<file path="config.mk">
export PLATFORM = sky130hd
export DESIGN_NAME = fire_scheduler
export DESIGN_NICKNAME = d
export VERILOG_FILES = /design/src/rtl/sched_pkg.sv /design/src/rtl/wrap_priority_pick.sv /design/src/rtl/fire_scheduler.sv
export SDC_FILE = /design/constraint.sdc
export NUM_CORES = 1
export LEC_CHECK = 0
export CELL_PAD_IN_SITES_DETAIL_PLACEMENT = 0
export CELL_PAD_IN_SITES_GLOBAL_PLACEMENT = 1
export CORE_MARGIN = 1
export CORE_UTILIZATION = 43
export DETAILED_ROUTE_END_ITERATION = 10
export GPL_TIMING_DRIVEN = 0
export HOLD_SLACK_MARGIN = 0.05
export PLACE_DENSITY_LB_ADDON = 0.1
export SLEW_MARGIN = 30
export SYNTH_ARGS = -nofsm -noshare
export SYNTH_HDL_FRONTEND = slang
export SYNTH_HIERARCHICAL = 1
export SYNTH_SLANG_ARGS = --single-unit
</file>
<file path="constraint.sdc">
create_clock -name clk -period 5.2 [get_ports clk]
set_input_delay 1.04 -clock clk [delete_from_list [all_inputs] [get_ports clk]]
set_output_delay 1.04 -clock clk [all_outputs]
set_load 0.1 [all_outputs]
</file>
<file path="src/rtl/sched_pkg.sv">
// Shared definitions for the fire scheduler: index widths, FSM states,
// LFSR feedback constants and the idle-code convention for the fire index.
package sched_pkg;

   // Width of an index that must also encode the idle value n.
   function automatic int idx_w(input int n);
      return $clog2(n + 1);
   endfunction

   // The fire index equal to the transition count selects nothing.
   function automatic int fire_idle(input int n);
      return n;
   endfunction

   typedef enum logic [2:0] {
      S_IDLE,
      S_PICK,
      S_FIRE,
      S_SETTLE,
      S_HOLD,
      S_DEAD
   } sched_state_t;

   // Right-shifting Galois feedback masks for maximal-length sequences.
   function automatic logic [63:0] lfsr_taps(input int w);
      case (w)
         8:       return 64'h0000_0000_0000_00B8;
         16:      return 64'h0000_0000_0000_B400;
         24:      return 64'h0000_0000_00E1_0000;
         32:      return 64'h0000_0000_8020_0003;
         default: return 64'h0000_0000_0000_B400;
      endcase
   endfunction

endpackage

</file>
<file path="src/rtl/wrap_priority_pick.sv">
// Finds the first set bit of a vector at or after a start index, wrapping
// around modulo N; also reports whether any bit is set at all.
module wrap_priority_pick #(
   parameter int N  = 8,
   parameter int SW = (N > 1) ? $clog2(N) : 1
) (
   input  logic [N-1:0]  i_vec,
   input  logic [SW-1:0] i_start,
   output logic [SW-1:0] o_idx,
   output logic          o_any
);

   logic [SW:0] w_pos;

   // Walking offsets from farthest to nearest lets the nearest hit win.
   always_comb begin
      o_idx = '0;
      o_any = |i_vec;
      w_pos = '0;
      for (int k = N - 1; k >= 0; k--) begin
         w_pos = {1'b0, i_start} + (SW+1)'(k);
         if (w_pos >= (SW+1)'(N)) begin
            w_pos = w_pos - (SW+1)'(N);
         end
         if (i_vec[w_pos[SW-1:0]]) begin
            o_idx = w_pos[SW-1:0];
         end
      end
   end

endmodule

</file>
<file path="src/rtl/fire_scheduler.sv">
// Chooses one excited transition per firing (round-robin or LFSR-seeded),
// spaces firings so excitation can settle, and flags deadlock.
module fire_scheduler
   import sched_pkg::*;
#(
   parameter int                N           = 8,
   parameter int                FW          = idx_w(N),
   parameter int                LFSR_W      = 16,
   parameter logic [LFSR_W-1:0] SEED        = 16'hACE1,
   parameter int                STALL_LIMIT = 4
) (
   input  logic          clk,
   input  logic          reset,
   input  logic          run,
   input  logic          random_mode,
   input  logic          single_step,
   input  logic          step,
   input  logic [N-1:0]  excited,
   output logic [FW-1:0] fire,
   output logic          fire_valid,
   output logic          deadlock,
   output logic [31:0]   fire_count
);

   localparam int                SW        = (N > 1) ? $clog2(N) : 1;
   localparam int                SCW       = $clog2(STALL_LIMIT + 1);
   localparam logic [FW-1:0]     IDLE_CODE = FW'(fire_idle(N));
   localparam logic [LFSR_W-1:0] TAPS      = LFSR_W'(lfsr_taps(LFSR_W));
   localparam logic [LFSR_W-1:0] SEED_EFF  = (SEED == '0) ? LFSR_W'(1) : SEED;

   sched_state_t      r_state;
   sched_state_t      w_next;
   logic [LFSR_W-1:0] r_lfsr;
   logic [SW-1:0]     r_last;
   logic [SCW-1:0]    r_stall;
   logic [FW-1:0]     r_fire;
   logic              r_fire_valid;
   logic              r_deadlock;
   logic [31:0]       r_count;

   logic [SW-1:0]     w_rr_start;
   logic [SW:0]       w_rnd_ext;
   logic [SW-1:0]     w_rnd_start;
   logic [SW-1:0]     w_start;
   logic [SW-1:0]     w_pick_idx;
   logic              w_pick_any;
   logic              w_stall_hit;
   logic              w_enter_fire;

   // Free-running LFSR so the random start depends only on time since reset.
   always_ff @(posedge clk or negedge reset) begin
      if (!reset) begin
         r_lfsr <= SEED_EFF;
      end else begin
         r_lfsr <= r_lfsr[0] ? ((r_lfsr >> 1) ^ TAPS) : (r_lfsr >> 1);
      end
   end

   assign w_rr_start  = (r_last == SW'(N - 1)) ? '0 : r_last + 1'b1;
   assign w_rnd_ext   = {1'b0, r_lfsr[SW-1:0]};
   assign w_rnd_start = (w_rnd_ext >= (SW+1)'(N)) ? SW'(w_rnd_ext - (SW+1)'(N))
                                                  : r_lfsr[SW-1:0];
   assign w_start     = random_mode ? w_rnd_start : w_rr_start;

   wrap_priority_pick #(
      .N  (N),
      .SW (SW)
   ) u_pick (
      .i_vec   (excited),
      .i_start (w_start),
      .o_idx   (w_pick_idx),
      .o_any   (w_pick_any)
   );

   assign w_stall_hit  = (r_stall == SCW'(STALL_LIMIT - 1));
   assign w_enter_fire = (w_next == S_FIRE);

   always_ff @(posedge clk or negedge reset) begin
      if (!reset) begin
         r_state <= S_IDLE;
      end else begin
         r_state <= w_next;
      end
   end

   // Dropping run overrides every other transition, including step.
   always_comb begin
      w_next = r_state;
      case (r_state)
         S_IDLE:   if (run) w_next = S_PICK;
         S_PICK: begin
            if (w_pick_any) begin
               w_next = S_FIRE;
            end else if (w_stall_hit) begin
               w_next = S_DEAD;
            end
         end
         S_FIRE:   w_next = S_SETTLE;
         S_SETTLE: w_next = single_step ? S_HOLD : S_PICK;
         S_HOLD:   if (step) w_next = S_PICK;
         S_DEAD:   w_next = S_DEAD;
         default:  w_next = S_IDLE;
      endcase
      if (!run) begin
         w_next = S_IDLE;
      end
   end

   // Outputs are decoded from the next state so they line up with it.
   always_ff @(posedge clk or negedge reset) begin
      if (!reset) begin
         r_fire       <= IDLE_CODE;
         r_fire_valid <= 1'b0;
         r_deadlock   <= 1'b0;
         r_count      <= '0;
         r_last       <= SW'(N - 1);
         r_stall      <= '0;
      end else begin
         r_fire       <= w_enter_fire ? FW'(w_pick_idx) : IDLE_CODE;
         r_fire_valid <= w_enter_fire;
         r_deadlock   <= (w_next == S_DEAD);
         if (w_enter_fire) begin
            r_last <= w_pick_idx;
            if (r_count != '1) begin
               r_count <= r_count + 32'd1;
            end
         end
         if (w_next == S_IDLE || w_enter_fire) begin
            r_stall <= '0;
         end else if (r_state == S_PICK) begin
            r_stall <= r_stall + 1'b1;
         end
      end
   end

   assign fire       = r_fire;
   assign fire_valid = r_fire_valid;
   assign deadlock   = r_deadlock;
   assign fire_count = r_count;

endmodule
</file>
==> report_table.html, run 1 <==
<table>
<tr><th>Metric</th><th>Value</th></tr>
<tr><th colspan="2">Run status</th></tr>
<tr><td>Outcome</td><td>complete, no violations</td></tr>
<tr><th colspan="2">Yosys</th></tr>
<tr><td>Number of flops mapped to enable cells by yosys</td><td>0</td></tr>
<tr><td>Summed instance area of the synthesized netlist</td><td>3540 µm²</td></tr>
<tr><td>Prevailing post-synth register cell</td><td>sky130_fd_sc_hd__dfrtp_1</td></tr>
<tr><td>Ys Warns</td><td>6</td></tr>
<tr><td>Count of different cell masters after synthesis</td><td>57</td></tr>
<tr><td>Synthesized area per cell</td><td>11.0 µm²</td></tr>
<tr><td>Cells taking the most area after synthesis</td><td>sky130_fd_sc_hd__dfrtp_1 (36%), sky130_fd_sc_hd__dfstp_2 (8.9%), sky130_fd_sc_hd__mux4_2 (5.7%), sky130_fd_sc_hd__xor2_1 (5.0%), sky130_fd_sc_hd__xnor2_1 (4.5%)</td></tr>
<tr><td>Sequential cell area fraction in the yosys report</td><td>0.450</td></tr>
<tr><td>Post-synth top area share</td><td>0.361</td></tr>
<tr><td>FF+latch count, synth</td><td>63</td></tr>
<tr><td>Most frequent cells after synthesis</td><td>sky130_fd_sc_hd__dfrtp_1 (51), sky130_fd_sc_hd__nand2_1 (24), sky130_fd_sc_hd__xor2_1 (20)</td></tr>
<tr><td>Fraction of registers with async set/reset</td><td>1.00</td></tr>
<tr><td>Count of mapped cells out of synthesis</td><td>320</td></tr>
<tr><td>Cell taking the most area after synthesis</td><td>sky130_fd_sc_hd__dfrtp_1</td></tr>
<tr><td>Number of nets in the synthesized netlist</td><td>341</td></tr>
<tr><td>Most instantiated library cell after synthesis</td><td>sky130_fd_sc_hd__dfrtp_1</td></tr>
<tr><th colspan="2">STA</th></tr>
<tr><td>Final critical-path required period</td><td>4.62 ns</td></tr>
<tr><td>Setup repair after global routing missed its margin</td><td>false</td></tr>
<tr><td>Maximum clock rate</td><td>0.217 GHz</td></tr>
<tr><td>Hold violation total from the final report</td><td>0</td></tr>
<tr><td>Final Skew</td><td>0.0114 ns</td></tr>
<tr><td>Accumulated negative setup slack</td><td>0 ns</td></tr>
<tr><td>Max_slew headroom</td><td>0.348</td></tr>
<tr><td>Worst Setup Slack, final</td><td>0.582 ns</td></tr>
<tr><td>Final Setup Violations</td><td>0</td></tr>
<tr><td>Least-Margin Pin Slew</td><td>0.975 ns</td></tr>
<tr><td>Final critical-path share of the clock period</td><td>0.888</td></tr>
<tr><td>Number of max-slew violations in the final report</td><td>0</td></tr>
<tr><th colspan="2">Finish</th></tr>
<tr><td>Non-filler instance count after layout</td><td>490</td></tr>
<tr><td>Total Nets Final</td><td>404</td></tr>
<tr><td>Fraction of layout instances using a drive strength above 1</td><td>0.165</td></tr>
<tr><td>Antenna diode count</td><td>0</td></tr>
<tr><td>Growth of design area from synthesis to finish</td><td>25.9%</td></tr>
<tr><td>Final core utilization</td><td>0.567</td></tr>
<tr><th colspan="2">Floorplan</th></tr>
<tr><td>Die Height</td><td>92.7 µm</td></tr>
<tr><td>Std-Cell Rows</td><td>32</td></tr>
<tr><td>Die outline area</td><td>8590 µm²</td></tr>
<tr><td>Horizontal die dimension</td><td>92.7 µm</td></tr>
<tr><td>Core Area</td><td>7850 µm²</td></tr>
<tr><td>Starting density of the core</td><td>0.451</td></tr>
<tr><td>Number of placed I/O pins</td><td>52</td></tr>
<tr><th colspan="2">Flow run</th></tr>
<tr><td>Reported max-cap violation count</td><td>0</td></tr>
<tr><th colspan="2">Setup path</th></tr>
<tr><td>Timing startpoint of the critical path</td><td>random_mode</td></tr>
<tr><td>Worst stage delay on the critical path</td><td>0.49 ns</td></tr>
<tr><td>Critical path class</td><td>input pin to flip-flop</td></tr>
<tr><td>Master of the slowest instance on the critical path</td><td>sky130_fd_sc_hd__mux4_1</td></tr>
<tr><td>Endpoint type of the worst setup path</td><td>flip-flop</td></tr>
<tr><td>Crit path DAT</td><td>4.88 ns</td></tr>
<tr><td>Data required, critical path</td><td>5.46 ns</td></tr>
<tr><td>Startpoint of the worst-slack reg-to-reg timing path</td><td>r_last[0]</td></tr>
<tr><td>Worst path top cell family by delay</td><td>buffers and inverters</td></tr>
<tr><td>Series of cell instances along the critical path</td><td>clkdlybuf4s50_1 -&gt; mux2_2 -&gt; buf_2 -&gt; buf_2 -&gt; inv_1 -&gt; ha_1 -&gt; clkbuf_1 -&gt; mux4_1 -&gt; mux2_4 -&gt; o311a_1 -&gt; o311a_1 -&gt; and2_1 -&gt; a21o_1</td></tr>
<tr><td>Buffers plus inverters on the worst setup path</td><td>5</td></tr>
<tr><td>Kind of start point of the critical path</td><td>input pin</td></tr>
<tr><td>Maximum fanout along the worst path</td><td>10</td></tr>
<tr><td>Slack of the worst reg-to-reg path</td><td>1.05 ns</td></tr>
<tr><th colspan="2">Global routing</th></tr>
<tr><td>First-pass GRT wire length</td><td>13400 µm</td></tr>
<tr><td>Total routing usage reported by global routing</td><td>0.200</td></tr>
<tr><td>Antenna violations before repair</td><td>0</td></tr>
<tr><td>Overflow after GRT</td><td>0</td></tr>
<tr><td>Via count of the first global-routing pass</td><td>2707</td></tr>
<tr><td>Pin count of the biggest net entering global routing</td><td>50</td></tr>
<tr><th colspan="2">Hold path</th></tr>
<tr><td>Start point of the worst min-delay path</td><td>r_lfsr[3]</td></tr>
<tr><td>Min-delay worst type</td><td>flip-flop to flip-flop</td></tr>
<tr><th colspan="2">Routing</th></tr>
<tr><td>Total Routed Length</td><td>7790 µm</td></tr>
<tr><td>Wirelength per Cell</td><td>15.9 µm</td></tr>
<tr><td>Vias</td><td>2726</td></tr>
<tr><td>Router iterations before antenna repair</td><td>4</td></tr>
<tr><td>DRC marker count from the first detailed-route iteration</td><td>156</td></tr>
<tr><td>DR vias/cell</td><td>5.56</td></tr>
<tr><td>Post-DRT Antenna Nets</td><td>0</td></tr>
<tr><td>Remaining DRCs</td><td>0</td></tr>
<tr><th colspan="2">Pwr</th></tr>
<tr><td>Switching power total</td><td>0.835 mW</td></tr>
<tr><td>Power share of the combinational group</td><td>0.463</td></tr>
<tr><td>Power density relative to cell area</td><td>467 nW/µm²</td></tr>
<tr><td>Proportion of total power due to net switching</td><td>0.401</td></tr>
<tr><td>Seq pwr share</td><td>0.282</td></tr>
<tr><td>Worst ir drop on vdd</td><td>405 µV</td></tr>
<tr><td>LEAKAGE</td><td>1.91 nW</td></tr>
<tr><td>Relative contribution of the clock network to total power</td><td>0.255</td></tr>
<tr><td>Internal Power</td><td>1.25 mW</td></tr>
<tr><th colspan="2">Placement</th></tr>
<tr><td>Placed cells</td><td>474</td></tr>
<tr><td>Placed wire-length estimate</td><td>5630 µm</td></tr>
<tr><td>Port Buffer Count</td><td>51</td></tr>
<tr><td>Worst Setup Slack post-DPL</td><td>0.225 ns</td></tr>
<tr><td>Final weighted congestion in routability-driven placement</td><td>0.831</td></tr>
<tr><th colspan="2">CTS</th></tr>
<tr><td>CTS clock-pin slew for the worst setup and hold paths</td><td>0.07 ns</td></tr>
<tr><td>H-tree depth</td><td>3</td></tr>
<tr><td>Number of CTS-inserted buffers</td><td>9</td></tr>
<tr><td>Gates resized, CTS repair</td><td>0</td></tr>
<tr><td>Quantity of hold-fixing buffers added after cts</td><td>0</td></tr>
<tr><td># clock sinks</td><td>63</td></tr>
<tr><td>Clk Latency, worst-skew pair</td><td>0.33 ns</td></tr>
<tr><td>CTS tree</td><td>done</td></tr>
<tr><td>Buffer count from post-CTS setup fixing</td><td>0</td></tr>
<tr><td>Clock root buffer</td><td>sky130_fd_sc_hd__clkbuf_8</td></tr>
<tr><td>Deepest clock path buffer count</td><td>2</td></tr>
</table>
final timing paths:
check / end / depth (start not counted)
min: r_lfsr[2] / 0
max: r_last[0] / 13
max reg2reg: r_last[0] / 13
min reg2reg: r_lfsr[2] / 0
min in group asynchronous: fire_count[7] / 1
max in group asynchronous: r_lfsr[13] / 2
state kept, by name, summed over array words and instances (netlist names):
register    flops
r_state         3
r_lfsr         16
r_last          3
fire_count     32
r_stall         3
fire            4
deadlock        1
fire_valid      1
cell families after synthesis:
kind of cell | Yosys count | synth area share
muxes | 26 | 0.125
adders and majority gates | 7 | 0.0248
DFF | 63 | 0.450
and+or+nand+nor | 121 | 0.186
buffers and inverters | 19 | 0.0255
AOI/OAI and AO/OA | 46 | 0.0938
xor gates and xnor gates | 38 | 0.0941
power by group through the flow:
stage / sequential [mW] / clock, mW / combinational (mW)
global placement: 0.596 / 0 / 0.943
finish: 0.587 / 0.530 / 0.964
global route: 0.592 / 0.571 / 1.04
CTS: 0.588 / 0.546 / 0.957
detailed placement: 0.596 / 0 / 0.953
floorplan: 0.772 / 0 / 0.564
layer usage:
metal / global-route usage / vias up / share of wire
li1: - / 1306 / -
met1: 0.287 / 1335 / 0.49
met2: 0.304 / 79 / 0.45
met3: 0.0386 / 6 / 0.050
met4: 0.0641 / 0 / 0.0077
met5: 0 / - / 0
area by class of cell:
| class | instances | area (µm²) |
|---|---|---|
| fill | 724 | 3400 |
| buffer | 11 | 60.1 |
| clock buffer | 10 | 138 |
| tap | 102 | 128 |
| timing repair buffer | 52 | 536 |
| sequential | 63 | 1590 |
| inverter | 8 | 30.0 |
| clock inverter | 6 | 115 |
| multi-input combinational | 238 | 1850 |
cell usage in the layout (no fill, tap or decap), types with 10 or more instances in the layout:
master                            synthesis  routed
sky130_fd_sc_hd__nor2_1                  18      18
sky130_fd_sc_hd__nand2_1                 24      24
sky130_fd_sc_hd__nand4_1                 14      14
sky130_fd_sc_hd__nand3_1                 14      14
sky130_fd_sc_hd__nor3_1                  11      11
sky130_fd_sc_hd__xnor2_1                 18      18
sky130_fd_sc_hd__clkdlybuf4s50_1          0      50
sky130_fd_sc_hd__clkbuf_8                 0      10
sky130_fd_sc_hd__a21oi_1                 13      13
sky130_fd_sc_hd__dfstp_2                 12      12
sky130_fd_sc_hd__xor2_1                  20      20
sky130_fd_sc_hd__dfrtp_1                 51      51
stage by stage:
stage	hold WS [ns]	area (µm²)	power [mW]
finish	0.356	4450	2.08
floorplan	0.331	3540	1.34
detailed placement	0.337	4200	1.55
CTS	0.358	4450	2.09
global placement	0.337	4170	1.54
global route	0.360	4450	2.20
(Power assumes the default switching activity.)
==> run 2: changes to the inputs <==
Settings changed: CORE_MARGIN 1 to default, GPL_ROUTABILITY_DRIVEN from default to 0.
==> results of run 2 <==
The final DEF is identical to that of run 1; final timing and power are the same.
==> run 3: changes to the inputs <==
Settings changed: SLEW_MARGIN 30 to 0.
==> report_table.html, run 3 (synthesized netlist as in run 1, its figures left out) <==
<table>
<tr><th>Metric</th><th>Value</th></tr>
<tr><th colspan="2">CTS</th></tr>
<tr><td>H-tree depth</td><td>3</td></tr>
<tr><td>Buffer count from post-CTS setup fixing</td><td>0</td></tr>
<tr><td># clock sinks</td><td>63</td></tr>
<tr><td>Gates resized, CTS repair</td><td>0</td></tr>
<tr><td>Clk Latency, worst-skew pair</td><td>0.35 ns</td></tr>
<tr><td>Quantity of hold-fixing buffers added after cts</td><td>0</td></tr>
<tr><td>Clock root buffer</td><td>sky130_fd_sc_hd__clkbuf_8</td></tr>
<tr><td>CTS tree</td><td>done</td></tr>
<tr><td>Deepest clock path buffer count</td><td>2</td></tr>
<tr><td>CTS clock-pin slew for the worst setup and hold paths</td><td>0.07 ns</td></tr>
<tr><td>Number of CTS-inserted buffers</td><td>9</td></tr>
<tr><th colspan="2">Placement</th></tr>
<tr><td>Placed wire-length estimate</td><td>5620 µm</td></tr>
<tr><td>Placed inst area</td><td>4190 µm²</td></tr>
<tr><td>Port Buffer Count</td><td>51</td></tr>
<tr><td>Worst Setup Slack post-DPL</td><td>0.247 ns</td></tr>
<tr><td>Placed cells</td><td>474</td></tr>
<tr><th colspan="2">Pwr</th></tr>
<tr><td>Post-route total power</td><td>1.97 mW</td></tr>
<tr><td>Worst ir drop on vdd</td><td>407 µV</td></tr>
<tr><td>LEAKAGE</td><td>1.88 nW</td></tr>
<tr><td>Power density relative to cell area</td><td>449 nW/µm²</td></tr>
<tr><th colspan="2">Finish</th></tr>
<tr><td>Number of filler cells placed in the layout</td><td>717</td></tr>
<tr><td>Non-filler instance count after layout</td><td>490</td></tr>
<tr><td>Final design instance area without fill</td><td>4390 µm²</td></tr>
<tr><td>Growth of design area from synthesis to finish</td><td>24.0%</td></tr>
<tr><td>Max FFs per register</td><td>32</td></tr>
<tr><td>Antenna diode count</td><td>0</td></tr>
<tr><td>Final core utilization</td><td>0.559</td></tr>
<tr><td>Total Nets Final</td><td>404</td></tr>
<tr><td>Fraction of layout instances using a drive strength above 1</td><td>0.165</td></tr>
<tr><td>Commonest cells after routing, fill and taps aside</td><td>sky130_fd_sc_hd__dfrtp_1 (51), sky130_fd_sc_hd__clkdlybuf4s50_1 (50), sky130_fd_sc_hd__nand2_1 (24)</td></tr>
<tr><td>Leading cell type in the layout, fill and taps excluded</td><td>sky130_fd_sc_hd__dfrtp_1</td></tr>
<tr><th colspan="2">STA</th></tr>
<tr><td>Max_slew headroom</td><td>0.350</td></tr>
<tr><td>Worst Setup Slack, final</td><td>0.589 ns</td></tr>
<tr><td>Least-Margin Pin Slew</td><td>0.973 ns</td></tr>
<tr><td>Setup repair after global routing missed its margin</td><td>false</td></tr>
<tr><td>Worst-case hold slack</td><td>0.352 ns</td></tr>
<tr><td>Maximum clock rate</td><td>0.217 GHz</td></tr>
<tr><td>Final critical-path required period</td><td>4.61 ns</td></tr>
<tr><td>Final Skew</td><td>0.0120 ns</td></tr>
<tr><td>Final critical-path share of the clock period</td><td>0.887</td></tr>
<tr><td>Final Setup Violations</td><td>0</td></tr>
<tr><td>Accumulated negative setup slack</td><td>0 ns</td></tr>
<tr><td>Number of max-slew violations in the final report</td><td>0</td></tr>
<tr><td>Hold violation total from the final report</td><td>0</td></tr>
<tr><th colspan="2">Routing</th></tr>
<tr><td>Wirelength per Cell</td><td>15.8 µm</td></tr>
<tr><td>Remaining DRCs</td><td>0</td></tr>
<tr><td>Post-DRT Antenna Nets</td><td>0</td></tr>
<tr><td>DR vias/cell</td><td>5.49</td></tr>
<tr><td>Total Routed Length</td><td>7730 µm</td></tr>
<tr><td>DRC marker count from the first detailed-route iteration</td><td>106</td></tr>
<tr><td>Router iterations before antenna repair</td><td>4</td></tr>
<tr><td>Vias</td><td>2690</td></tr>
<tr><th colspan="2">Hold path</th></tr>
<tr><td>Hold path depth</td><td>0</td></tr>
<tr><td>Min-delay worst type</td><td>flip-flop to flip-flop</td></tr>
<tr><th colspan="2">Global routing</th></tr>
<tr><td>First-pass GRT wire length</td><td>13000 µm</td></tr>
<tr><td>Via count of the first global-routing pass</td><td>2629</td></tr>
<tr><td>Pin count of the biggest net entering global routing</td><td>39</td></tr>
<tr><td>Overflow after GRT</td><td>0</td></tr>
<tr><td>Antenna violations before repair</td><td>0</td></tr>
<tr><td>Total routing usage reported by global routing</td><td>0.198</td></tr>
<tr><th colspan="2">Setup path</th></tr>
<tr><td>Data required, critical path</td><td>5.48 ns</td></tr>
<tr><td>Maximum fanout along the worst path</td><td>10</td></tr>
<tr><td>Critical path class</td><td>input pin to flip-flop</td></tr>
<tr><td>Crit path DAT</td><td>4.89 ns</td></tr>
<tr><td>Endpoint type of the worst setup path</td><td>flip-flop</td></tr>
<tr><td>Kind of start point of the critical path</td><td>input pin</td></tr>
<tr><td>Logic depth of the worst register-to-register path</td><td>13</td></tr>
<tr><th colspan="2">Floorplan</th></tr>
<tr><td>Die Height</td><td>92.7 µm</td></tr>
<tr><td>Number of placed I/O pins</td><td>52</td></tr>
<tr><td>Starting density of the core</td><td>0.451</td></tr>
<tr><td>Die outline area</td><td>8590 µm²</td></tr>
<tr><td>Std-Cell Rows</td><td>32</td></tr>
<tr><td>Horizontal die dimension</td><td>92.7 µm</td></tr>
<tr><td>Core Area</td><td>7850 µm²</td></tr>
<tr><th colspan="2">Flow run</th></tr>
<tr><td>Reported max-cap violation count</td><td>0</td></tr>
<tr><th colspan="2">Run status</th></tr>
<tr><td>Outcome</td><td>complete, no violations</td></tr>
</table>
## run 3: cell types whose count changed in the layout (fill, tap and decap cells not counted)
| cell | delta |
|---|---|
| sky130_fd_sc_hd__clkbuf_8 | -1 |
| sky130_fd_sc_hd__bufinv_16 | -2 |
| sky130_fd_sc_hd__buf_12 | +1 |
| sky130_fd_sc_hd__buf_16 | -1 |
| sky130_fd_sc_hd__clkinvlp_4 | +1 |
| sky130_fd_sc_hd__clkinv_2 | +2 |
| sky130_fd_sc_hd__buf_2 | +1 |
| sky130_fd_sc_hd__buf_4 | -1 |
## run 3: power breakdown
part / internal, mW / switching (mW)
logic: 0.368 / 0.589
registers: 0.542 / 0.0449
clock network: 0.222 / 0.202
total: 1.13 / 0.835
## run 3: final cells by class
cell class / count / area, µm² / share of cell area
sequential: 63 / 1590 / 0.363
clock inverter: 7 / 72.6 / 0.0165
timing repair buffer: 52 / 526 / 0.120
tap: 102 / 128 / 0.0291
clock buffer: 9 / 124 / 0.0282
buffer: 11 / 60.1 / 0.0137
multi-input combinational: 238 / 1850 / 0.423
inverter: 8 / 30.0 / 0.00685
## run 3: worst max-delay path, cell delays in order
cell	delay, ns
sky130_fd_sc_hd__clkdlybuf4s50_1	0.47
sky130_fd_sc_hd__o31ai_1	0.56
sky130_fd_sc_hd__buf_6	0.24
sky130_fd_sc_hd__inv_1	0.11
sky130_fd_sc_hd__ha_1	0.28
sky130_fd_sc_hd__clkbuf_1	0.35
sky130_fd_sc_hd__mux4_1	0.50
sky130_fd_sc_hd__mux2_4	0.36
sky130_fd_sc_hd__o311a_1	0.36
sky130_fd_sc_hd__o311a_1	0.28
sky130_fd_sc_hd__and2_1	0.17
sky130_fd_sc_hd__a21o_1	0.16
## run 3: final timing paths
path | start | endpoint | slack, ns
setup / recovery | random_mode | r_last[0] | 0.59
hold / removal | r_lfsr[12] | r_lfsr[11] | 0.35
setup reg to reg | r_last[0] | r_last[0] | 1.03
hold reg to reg | r_lfsr[12] | r_lfsr[11] | 0.35
max in group asynchronous | reset | r_lfsr[13] | 3.82
min in group asynchronous | reset | fire[1] | 0.70
## run 3: routing by layer
metal  vias to the layer above  wire length [µm]  global-route usage  part of all wire
met5                         -                 0                   0                 0
met1                      1307              3770               0.286              0.49
met2                        63              3500               0.294              0.45
met3                         7               370              0.0378             0.048
met4                         0                96              0.0744             0.012
li1                       1313                 -                   -                 -
